===== config.mk =====
export PLATFORM = sky130hd
export DESIGN_NAME = sparc_preload_sequencer
export DESIGN_NICKNAME = d
export VERILOG_FILES = /design/src/rtl/sparc_preload_sequencer.sv
export SDC_FILE = /design/constraint.sdc
export NUM_CORES = 1
export LEC_CHECK = 0
export CORE_MARGIN = 4
export CORE_UTILIZATION = 49
export DETAILED_ROUTE_END_ITERATION = 12
export PLACE_DENSITY = 0.81
export SLEW_MARGIN = 20
export SYNTH_ARGS = -nofsm -noshare
export SYNTH_HDL_FRONTEND = slang
export SYNTH_SLANG_ARGS = --single-unit
export TNS_END_PERCENT = 100

===== constraint.sdc =====
create_clock -name Clk -period 3.4 [get_ports Clk]
set_clock_uncertainty 0.15 [all_clocks]
set_input_delay 0.68 -clock Clk [delete_from_list [all_inputs] [get_ports Clk]]
set_output_delay 0.68 -clock Clk [all_outputs]
set_load 0.005 [all_outputs]

===== src/rtl/sparc_preload_sequencer.sv =====
// Preloads a WORDS-word program image into the datapath RAM over MFA/MFC, then releases the
// core reset for a bounded run window. Define PRELOAD_CHECKSUM_EN to verify the image sum.
module sparc_preload_sequencer #(
  parameter int unsigned DATA_W      = 32,
  parameter int unsigned ADDR_W      = 8,
  parameter int unsigned WORDS       = 64,
  parameter int unsigned RUN_CYCLES  = 100,
  parameter int unsigned MFC_TIMEOUT = 15,
  parameter int unsigned RST_HOLD    = 2
) (
  input  logic              Clk,
  input  logic              Reset,
  input  logic              start,
  output logic [ADDR_W-1:0] src_addr,
  input  logic [DATA_W-1:0] src_data,
  output logic [ADDR_W+1:0] mem_addr,
  output logic [DATA_W-1:0] mem_wdata,
  output logic              MFA,
  input  logic              MFC,
  output logic              core_reset_n,
  output logic              busy,
  output logic              done,
  output logic              err,
  output logic [15:0]       cycles,
  input  logic [DATA_W-1:0] expected_sum
);

  typedef enum logic [2:0] {
    StIdle, StFetch, StWrite, StAckLow, StHold, StRun, StDone, StError
  } state_e;

  state_e            r_state, w_state_next;
  logic [ADDR_W-1:0] r_idx, w_idx_next;
  logic [ADDR_W+1:0] r_mem_addr, w_mem_addr_next;
  logic [DATA_W-1:0] r_wdata, w_wdata_next;
  logic [15:0]       r_tmo, w_tmo_next;
  logic [15:0]       r_hold, w_hold_next;
  logic [15:0]       r_cycles, w_cycles_next, w_cyc_inc;
  logic              r_mfa, r_core_rst_n, r_busy, r_done, r_err;
  logic              w_launch, w_last, w_sum_ok;

  assign w_launch  = start && !r_busy;
  assign w_last    = (r_idx == ADDR_W'(WORDS - 1));
  assign w_cyc_inc = (r_cycles == 16'hFFFF) ? r_cycles : r_cycles + 16'd1;

`ifdef PRELOAD_CHECKSUM_EN
  logic [DATA_W-1:0] r_sum, w_sum_next;

  always_comb begin
    w_sum_next = r_sum;
    if (w_launch) begin
      w_sum_next = '0;
    end else if (r_state == StWrite && MFC) begin
      w_sum_next = r_sum + r_wdata;
    end
  end

  always_ff @(posedge Clk or negedge Reset) begin
    if (!Reset) begin
      r_sum <= '0;
    end else begin
      r_sum <= w_sum_next;
    end
  end

  assign w_sum_ok = (r_sum == expected_sum);
`else
  logic w_unused_sum;
  assign w_unused_sum = ^expected_sum;
  assign w_sum_ok     = 1'b1;
`endif

  always_comb begin
    w_state_next    = r_state;
    w_idx_next      = r_idx;
    w_mem_addr_next = r_mem_addr;
    w_wdata_next    = r_wdata;
    w_tmo_next      = r_tmo;
    w_hold_next     = r_hold;
    w_cycles_next   = r_cycles;
    unique case (r_state)
      StIdle: ;
      StFetch: begin
        w_state_next    = StWrite;
        w_wdata_next    = src_data;
        w_mem_addr_next = {r_idx, 2'b00};
        w_tmo_next      = '0;
      end
      StWrite: begin
        if (MFC) begin
          w_state_next = StAckLow;
          w_tmo_next   = '0;
        end else if (r_tmo == 16'(MFC_TIMEOUT - 1)) begin
          w_state_next = StError;
        end else begin
          w_tmo_next = r_tmo + 16'd1;
        end
      end
      StAckLow: begin
        if (!MFC) begin
          if (w_last) begin
            w_state_next = w_sum_ok ? StHold : StError;
            w_hold_next  = '0;
          end else begin
            w_idx_next   = r_idx + 1'b1;
            w_state_next = StFetch;
          end
        end else if (r_tmo == 16'(MFC_TIMEOUT - 1)) begin
          w_state_next = StError;
        end else begin
          w_tmo_next = r_tmo + 16'd1;
        end
      end
      StHold: begin
        if (r_hold == 16'(RST_HOLD - 1)) begin
          w_state_next = StRun;
        end else begin
          w_hold_next = r_hold + 16'd1;
        end
      end
      StRun: begin
        w_cycles_next = w_cyc_inc;
        if (32'(w_cyc_inc) == RUN_CYCLES) begin
          w_state_next = StDone;
        end
      end
      StDone:  w_cycles_next = w_cyc_inc;
      StError: ;
      default: w_state_next = StIdle;
    endcase
    // Restart from IDLE, DONE or ERROR; busy states ignore start.
    if (w_launch) begin
      w_state_next  = StFetch;
      w_idx_next    = '0;
      w_cycles_next = '0;
    end
  end

  always_ff @(posedge Clk or negedge Reset) begin
    if (!Reset) begin
      r_state      <= StIdle;
      r_idx        <= '0;
      r_mem_addr   <= '0;
      r_wdata      <= '0;
      r_tmo        <= '0;
      r_hold       <= '0;
      r_cycles     <= '0;
      r_mfa        <= 1'b0;
      r_core_rst_n <= 1'b0;
      r_busy       <= 1'b0;
      r_done       <= 1'b0;
      r_err        <= 1'b0;
    end else begin
      r_state      <= w_state_next;
      r_idx        <= w_idx_next;
      r_mem_addr   <= w_mem_addr_next;
      r_wdata      <= w_wdata_next;
      r_tmo        <= w_tmo_next;
      r_hold       <= w_hold_next;
      r_cycles     <= w_cycles_next;
      // Strobes decode the next state so every output comes straight from a flop.
      r_mfa        <= (w_state_next == StWrite);
      r_core_rst_n <= (w_state_next == StRun) || (w_state_next == StDone);
      r_busy       <= w_state_next inside {StFetch, StWrite, StAckLow, StHold, StRun};
      r_done       <= (w_state_next == StDone);
      r_err        <= (w_state_next == StError);
    end
  end

  assign src_addr     = r_idx;
  assign mem_addr     = r_mem_addr;
  assign mem_wdata    = r_wdata;
  assign MFA          = r_mfa;
  assign core_reset_n = r_core_rst_n;
  assign busy         = r_busy;
  assign done         = r_done;
  assign err          = r_err;
  assign cycles       = r_cycles;

endmodule


==> out/qor.txt, run 1 <==
Most frequent cells after synthesis -> dfrtp_1 (104), nor2_1 (53), mux2_2 (42), xor2_1 (27), nand2_1 (24)
Fmax -> 325 MHz
Worst skew pair latency -> 0.38 ns
Fin Setup TNS -> 0 ns
Core Box Area -> 10,300 um^2
Fin cells -> 721
Setup WS pre-CTS -> 0.148 ns
Largest area contributor in the netlist -> dfrtp_1
Port bufs -> 104
Synth cell types -> 66
Pwr dens -> 679 nW/um^2
Inst Count DP -> 705
Starting density of the core -> 0.503
Gpl congestion -> 0.882
Vias per inst -> 5.65
Die extent in x -> 111 um
Primary FF master, synth -> dfrtp_1
Global-route wire length before repair -> 19,700 um
Max FO, Critical Path -> 11
Rows -> 37
Critical path class -> reg -> reg
Layout Nets -> 654
RSZ-0062 raised after global routing -> no
Ports -> 139
Post-detail-place hpwl -> 8430 um
Avg Cell Area, Syn -> 10.7 um^2
Slowest CP cell -> or4_1
Most common cell in the netlist -> dfrtp_1
Final Hold Fails -> 0
Clk slew on worst S/H paths -> 0.10 ns
Mapped cell area -> 5200 um^2
Async set-reset flop share out of synthesis -> 1.00
GRT Util Overall -> 0.193
Number of synthesized register bits -> 104
Critical Path AT -> 3.22 ns
Fin. max-slew vios -> 0
Area grow syn2layout -> 25.0%
Crit-path cells -> ha_1 > and4_1 > nand3_1 > a31oi_1 > a2bb2oi_1 > o41ai_2 > and2_4 > or4_1 > a21oi_1
Share of layout cells above drive strength 1 -> 0.133
Worst Tran Pin Value -> 1.09 ns
Drt initial violations -> 211
Tmin final -> 3.07 ns
Vert. Die Dim -> 111 um
Worst setup SP type -> flop
TritonRoute pass-1 iters -> 4
Synth top area share -> 0.501
Max VDD drop -> 0.321 mV
Die area -> 12,300 um^2
DR vias -> 4,073
Slew HR -> 0.271
WHS -> 0.167 ns
Avg WL per Cell -> 16.2 um
Seq/Total Area, Yosys -> 0.501
Post-synth EDFFs -> 0
Required @ worst endpoint -> 3.55 ns
Number of routed nets with antenna violations -> 0
Total grt overflow -> 0
Largest cells by area after synthesis -> dfrtp_1 (50%), mux2_2 (9.1%), xor2_1 (4.6%), nor2_1 (3.8%), nand4_1 (2.5%)
# DRC -> 0
Antenna violations before repair -> 0
CP Capture Type -> flop
Max-cap viol count -> 0
Cts bufs inserted -> 9
CTS H-tree lvls -> 3
CTS tree -> built
Leakage -> 2.62 nW
Setup ws final -> 0.326 ns
CTS sink cnt -> 104
Syn Inst Count -> 487
ANT cells -> 0
CP peak stage delay -> 0.50 ns
Post-route clock period utilization -> 0.904
Routed WL -> 11,700 um
Worst-case clock buffer depth -> 2
Status -> finished clean
Hold Path Class -> in -> async
Number of global-route vias before repair -> 4,021
Yosys warnings -> 0
Endpoints failing setup -> 0
Root buffer cell -> clkbuf_8
Largest net degree at the start of global routing -> 52
-- power by group --
group	internal, mW	switching [mW]	leakage [nW]
sequential	1.59	0.321	1.31
combinational	1.07	0.683	1.21
clock	0.330	0.418	0.0958
total	2.99	1.42	2.62
-- state kept, by name, indices dropped and copies added (netlist names) --
register	count
r_hold	16
r_tmo	16
err	1
r_state	3
busy	1
src_addr	8
mem_wdata	32
cycles	16
mem_addr	8
core_reset_n	1
done	1
MFA	1
-- worst max-delay path, delay by kind of cell, from the launching register on --
| kind | cells | cell delay, ns |
|---|---|---|
| adder cells (fa/ha/maj) | 1 | 0.32 |
| AO/OA/AOI/OAI | 4 | 0.81 |
| AND/OR/NAND/NOR | 4 | 1.24 |
| flip-flops | 1 | 0.49 |
-- routing by layer --
metal	routed length [um]	GRT usage	vias to the layer above
li1	-	-	1930
met1	4870	0.236	1993
met2	5940	0.331	123
met3	479	0.0317	27
met4	403	0.0977	0
met5	0	0	-
-- per-stage QoR --
| step | utilization | instance area, um^2 | total power [mW] |
|---|---|---|---|
| after CTS | 0.629 | 6490 | 4.45 |
| after detailed placement | 0.610 | 6300 | 3.70 |
| after floorplan | - | 5200 | 2.79 |
| after global placement | 0.610 | 6300 | 3.62 |
| final | 0.629 | 6490 | 4.41 |
| after global routing | 0.629 | 6490 | 4.68 |
-- placed cells by master (no fill, tap or decap), drive strengths merged, types with 6 or more instances in the layout --
master         instances
o21ai                 10
buf                    8
xnor2                 13
nor2b                  6
nand2b                 6
or3                    8
nand3                 16
nand4                 21
ha                     6
xor2                  27
nor4                  10
clkbuf                13
nor2                  53
a21oi                 21
inv                    6
clkdlybuf4s50        103
and2                   6
mux2                  42
dfrtp                104
nor3                   7
nand2                 24
and3                  14
-- area by class of cell --
cell class | instances | area, um^2
clock buffers | 13 | 169
clock inverters | 3 | 25.0
fillers | 801 | 3830
inverters | 6 | 22.5
multi-input cells | 348 | 2400
flip-flops and latches | 104 | 2600
well taps | 136 | 170
repair buffers | 111 | 1100
-- path summary, 6_finish.rpt --
| check | endpoint | startpoint | depth (start not counted) | slack, ns |
|---|---|---|---|---|
| worst min register to register | mem_wdata[27] | mem_wdata[27] | 1 | 0.36 |
| worst max-delay path | src_addr[3] | cycles[1] | 9 | 0.33 |
| worst max register to register | src_addr[3] | cycles[1] | 9 | 0.33 |
| max in group asynchronous | r_tmo[1] | Reset | 2 | 2.24 |
| min in group Clk | mem_wdata[27] | mem_wdata[27] | 1 | 0.36 |
| worst min-delay path | cycles[5] | Reset | 1 | 0.17 |
-- kinds of logic (layout without fill, tap and decap cells) --
group,count (synthesis),count (layout),synth area share
and+or+nand+nor,192,192,0.199
buffers and inverters,36,133,0.0392
DFF,104,104,0.501
xor gates and xnor gates,40,40,0.0674
adders and majority gates,6,6,0.0144
muxes,44,44,0.0949
AOI/OAI and AO/OA,64,64,0.0831
other,1,2,0.000722
-- repair_timing --
item,CTS,global route
hold buffers,0,0
setup endpoints to repair,0,2
resized for setup,0,1
buffers inserted,0,0
No activity file was read; power rests on OpenSTA's default activity.
==> run 2: changes to the inputs <==
--- a/config.mk
+++ b/config.mk
@@ -9,6 +9,7 @@
 export CORE_UTILIZATION = 49
 export DETAILED_ROUTE_END_ITERATION = 12
 export PLACE_DENSITY = 0.81
+export SKIP_CTS_REPAIR_TIMING = 1
 export SLEW_MARGIN = 20
 export SYNTH_ARGS = -nofsm -noshare
 export SYNTH_HDL_FRONTEND = slang
==> constraint.sdc (replaced) <==
create_clock -name Clk -period 3.4 [get_ports Clk]
set_clock_uncertainty 0.15 [all_clocks]
set_input_delay 0.34 -clock Clk [delete_from_list [all_inputs] [get_ports Clk]]
set_output_delay 0.34 -clock Clk [all_outputs]
set_load 0.005 [all_outputs]
==> run 2 against run 1 <==
  * Routed wire length increased by 0.36%
  * Hold slack improved by 0.20 ns
  * Clock power increased by 14%
  * Register-to-register slack about the same
  * Clock-buffer cell count decreased by 2
  * First-iteration DRC count increased by 13%
==> out/qor.txt, run 2 (same netlist as run 1, synthesis figures left out) <==
Number of flip-flops in the largest register -> 32
CP Capture Type -> flop
Max VDD drop -> 0.359 mV
Die area -> 12,300 um^2
Core Box Area -> 10,300 um^2
Clock power frac -> 0.189
CTS sink cnt -> 104
Final core utilization -> 0.631
Die extent in x -> 111 um
Routed WL -> 11,700 um
Critical path class -> reg -> reg
Slew HR -> 0.299
Root buffer cell -> clkbuf_8
TritonRoute pass-1 iters -> 4
Worst skew pair latency -> 0.38 ns
Starting density of the core -> 0.503
Number of routed nets with antenna violations -> 0
Post-route clock period utilization -> 0.900
Share of layout cells above drive strength 1 -> 0.130
ANT cells -> 0
Max FO, Critical Path -> 11
GRT Util Overall -> 0.195
CTS tree -> built
Number of global-route vias before repair -> 4,046
Commonest non-fill, non-tap cells in the layout -> dfrtp_1 (104), clkdlybuf4s50_1 (103), nor2_1 (52)
Max-cap viol count -> 0
Fin Setup TNS -> 0 ns
CTS H-tree lvls -> 3
Status -> finished clean
Endpoints failing setup -> 0
Leading cell type in the layout, fill and taps excluded -> dfrtp_1
Cts bufs inserted -> 9
Leakage -> 2.63 nW
WHS -> 0.367 ns
Tmin final -> 3.06 ns
Worst setup SP type -> flop
FF/Latch Area -> 2600 um^2
Worst path top cell family by delay -> simple AND/OR/NAND/NOR gates
Sequential power share -> 0.423
CP peak stage delay -> 0.50 ns
Clk slew on worst S/H paths -> 0.10 ns
Vert. Die Dim -> 111 um
Slowest CP cell -> or4_1
Critical Path AT -> 3.22 ns
Avg WL per Cell -> 16.3 um
RSZ-0062 raised after global routing -> no
Crit path buffers/inverters -> 0
Required @ worst endpoint -> 3.55 ns
Worst Tran Pin Value -> 1.05 ns
Gpl congestion -> 0.860
P_sw -> 1.44 mW
Layout Nets -> 654
# DRC -> 0
Worst-case clock buffer depth -> 2
Port bufs -> 104
Post-detail-place hpwl -> 8350 um
Crit-path cells -> ha_1 > and4_1 > nand3_1 > a31oi_1 > a2bb2oi_1 > o41ai_2 > and2_4 > or4_1 > a21oi_1
Global-route wire length before repair -> 19,700 um
Switching Fraction -> 0.318
Area grow syn2layout -> 25.3%
Internal power -> 3.08 mW
Fmax -> 327 MHz
Largest net degree at the start of global routing -> 88
Rows -> 37
Hold Path Class -> reg -> reg
Comb pwr share -> 0.387
DP Area -> 6280 um^2
Total grt overflow -> 0
Fill count -> 792
Drt initial violations -> 239
Final Hold Fails -> 0
Pwr dens -> 694 nW/um^2
Fin. max-slew vios -> 0
Antenna violations before repair -> 0
Ports -> 139
Vias per inst -> 5.67
Multi-input gate area -> 2400 um^2
Final instance area -> 6510 um^2
DR vias -> 4,086
[run 2: cell count changes in the layout (fill, tap and decap cells not counted), sizes merged]
cell         delta
dlygate4sd3     +1
clkbuf          -2
bufinv          +2
buf             -1
clkinv          -2
inv             +3
clkinvlp        -1
[run 2: path summary, 6_finish.rpt]
path	cells after the start	slack [ns]	start	end
setup / recovery	9	0.34	cycles[1]	src_addr[5]
hold / removal	1	0.37	mem_addr[6]	mem_addr[6]
setup reg to reg	9	0.34	cycles[1]	src_addr[5]
hold reg to reg	1	0.37	mem_addr[6]	mem_addr[6]
max in group asynchronous	3	1.89	Reset	mem_wdata[22]
min in group asynchronous	2	0.40	Reset	cycles[6]
[run 2: per-stage QoR]
step,setup slack (ns),power [mW],instances
after global routing,0.103,4.79,721
final,0.339,4.52,721
after floorplan,0.663,2.79,488
after detailed placement,0.390,3.70,704
after CTS,0.354,4.56,720
after global placement,0.467,3.62,704
[run 2: power groups by stage]
| stage | clock [mW] | sequential [mW] | combinational (mW) |
|---|---|---|---|
| after floorplan | 0 | 1.86 | 0.928 |
| after global placement | 0 | 1.90 | 1.72 |
| after detailed placement | 0 | 1.93 | 1.77 |
| after CTS | 0.874 | 1.91 | 1.78 |
| after global routing | 0.932 | 1.96 | 1.89 |
| final | 0.855 | 1.91 | 1.75 |
[run 2: cell type report]
class                           count  area share
Sequential cell                   104       0.400
Multi-Input combinational cell    348       0.369
Clock inverter                      5      0.0133
Timing Repair Buffer              111       0.169
Inverter                            6     0.00346
Clock buffer                       11      0.0202
Tap cell                          136      0.0261
[run 2: routing by layer]
layer	wire length (um)	global-route usage
met2	6140	0.331
met1	4770	0.238
met3	451	0.0300
met5	0	0
met4	371	0.107
==> variant: new RTL, settings of run 2 <==
Take the reset off `r_mem_addr`, `r_wdata` and `r_hold` and load them in a clocked block of their own.
--- a/src/rtl/sparc_preload_sequencer.sv
+++ b/src/rtl/sparc_preload_sequencer.sv
@@ -140,10 +140,7 @@
     if (!Reset) begin
       r_state      <= StIdle;
       r_idx        <= '0;
-      r_mem_addr   <= '0;
-      r_wdata      <= '0;
       r_tmo        <= '0;
-      r_hold       <= '0;
       r_cycles     <= '0;
       r_mfa        <= 1'b0;
       r_core_rst_n <= 1'b0;
@@ -153,10 +150,7 @@
     end else begin
       r_state      <= w_state_next;
       r_idx        <= w_idx_next;
-      r_mem_addr   <= w_mem_addr_next;
-      r_wdata      <= w_wdata_next;
       r_tmo        <= w_tmo_next;
-      r_hold       <= w_hold_next;
       r_cycles     <= w_cycles_next;
       // Strobes decode the next state so every output comes straight from a flop.
       r_mfa        <= (w_state_next == StWrite);
@@ -165,6 +159,12 @@
       r_done       <= (w_state_next == StDone);
       r_err        <= (w_state_next == StError);
     end
+  end
+
+  always_ff @(posedge Clk) begin
+    r_mem_addr <= w_mem_addr_next;
+    r_wdata    <= w_wdata_next;
+    r_hold     <= w_hold_next;
   end
 
   assign src_addr     = r_idx;
Function: differs if Reset is asserted again (counterexample within 4 cycles, from zero or initial values and one cycle with Reset low); with Reset held inactive, the same outputs for 10 cycles.
==> variant against run 2 <==
  * Final area is 2.5% lower
  * Power is 20% lower
  * Sequential power is 8% lower
  * Sequential cell count stayed put
  * Cell count is 7.4% lower
  * Wire length is 7.0% lower
  * Global-route usage is 0.15 points higher
  * Synthesized area is 5.5% lower
  * Setup slack worse by 31 ps
  * Critical path type unchanged
  * Critical endpoint is now busy
  * Largest cell class unchanged
==> variant: results (changes against run 2) <==
status finished, final reports clean; clk tree area frac 0.0361 (+0.00264); count of sequential standard cells 104 (unchanged); grt met1 use 0.249 (+0.0107); Util after Layout 0.649 (+0.0185); Synth area leaders edfxtp_1, dfrtp_1, nor2_1; VDD IR-drop max 0.000325 V (-9.3%); Post-synth EDFFs 56 (+56); fill cell total of the finished layout 752 (-5.1%); synth cell count leaders nor2_1, edfxtp_1, dfrtp_1; Layout clock buffers 10 (-1); Synth Area in Compound Gates 0.0683 (-0.0148); non-clk buf share 0.175 (+0.00616); Nets 604 (-7.6%); routing usage on met2 0.337 (+0.00609); min Tclk post-route 3090 ps (+30.7 ps); First-pass DRT Iterations 5 (+1); Slew headroom 0.491 (+0.192); GRT Total Usage 0.196 (+0.00154); path category of the worst min-delay check in2async; Post-Layout Cell Count 668 (-7.4%); layout cells sized above 1 0.0897 (-0.0402); CP max stage cell dfrtp_1; GPL Wtd Cong 0.847 (-1.5%); CP max FO 8 (-3); vias in the first global route 3657 (-9.6%); Distinct cells, synth 61 (-7.6%); Non-CTS buffers 113 (+1.8%); multi-input combinational area share 0.304 (-0.0647); met3 GRT Util 0.0478 (+0.0177); asr flop ratio synth 0.462 (-0.538); Post-Synth XOR/XNOR Area 0.0731 (+0.00572); r2r setup slk 310 ps (-30 ps); first-pass GRT wire length 17900 µm (-9.0%); crit path DAT 3200 ps (-20 ps); Reg-to-Reg Start cycles[0]; Synth Area in Adders 0.0153 (+0.000843); minimum hold slack 361 ps (-6.36 ps); leakage 2.41 nW (-8.3%); Place WS 361 ps (-28.7 ps); RR Endpoint busy; Seq area share 0.454 (+0.0546); Synth Flop Type edfxtp_1; Clk Latency, worst-skew pair 360 ps (-20 ps); mux share of post-synthesis cell area 0.0115 (-0.0834)
## variant: cell types whose count changed in the layout (fill, tap and decap cells not counted), sizes merged, moves of 5 or more
cell,before,now
dfrtp,104,48
edfxtp,0,56
a21oi,21,14
nand2,24,35
nor2,53,65
and2,6,0
nand4,21,12
mux2,42,2
nor3,7,13
and3,14,9
## variant: logic make-up (layout without fill, tap and decap cells)
kind of cell | after synthesis | after routing
simple gates | 191 | 191
flops | 104 | 104
compound gates | 49 | 49
xor+xnor | 41 | 41
buf+inv | 23 | 137
fa+ha+maj | 6 | 6
mux | 5 | 5
other cells | 1 | 2
## variant: metal layers
layer / wire [µm] / vias to the layer above / share of wire
li1: - / 1733 / -
met1: 4560 / 1764 / 0.42
met2: 5710 / 94 / 0.52
met3: 517 / 11 / 0.047
met4: 137 / 0 / 0.013
met5: 0 / - / 0
## variant: report_power, final
part	switching [mW]	internal, mW
registers	0.164	1.58
clock network	0.436	0.427
logic	0.479	0.510
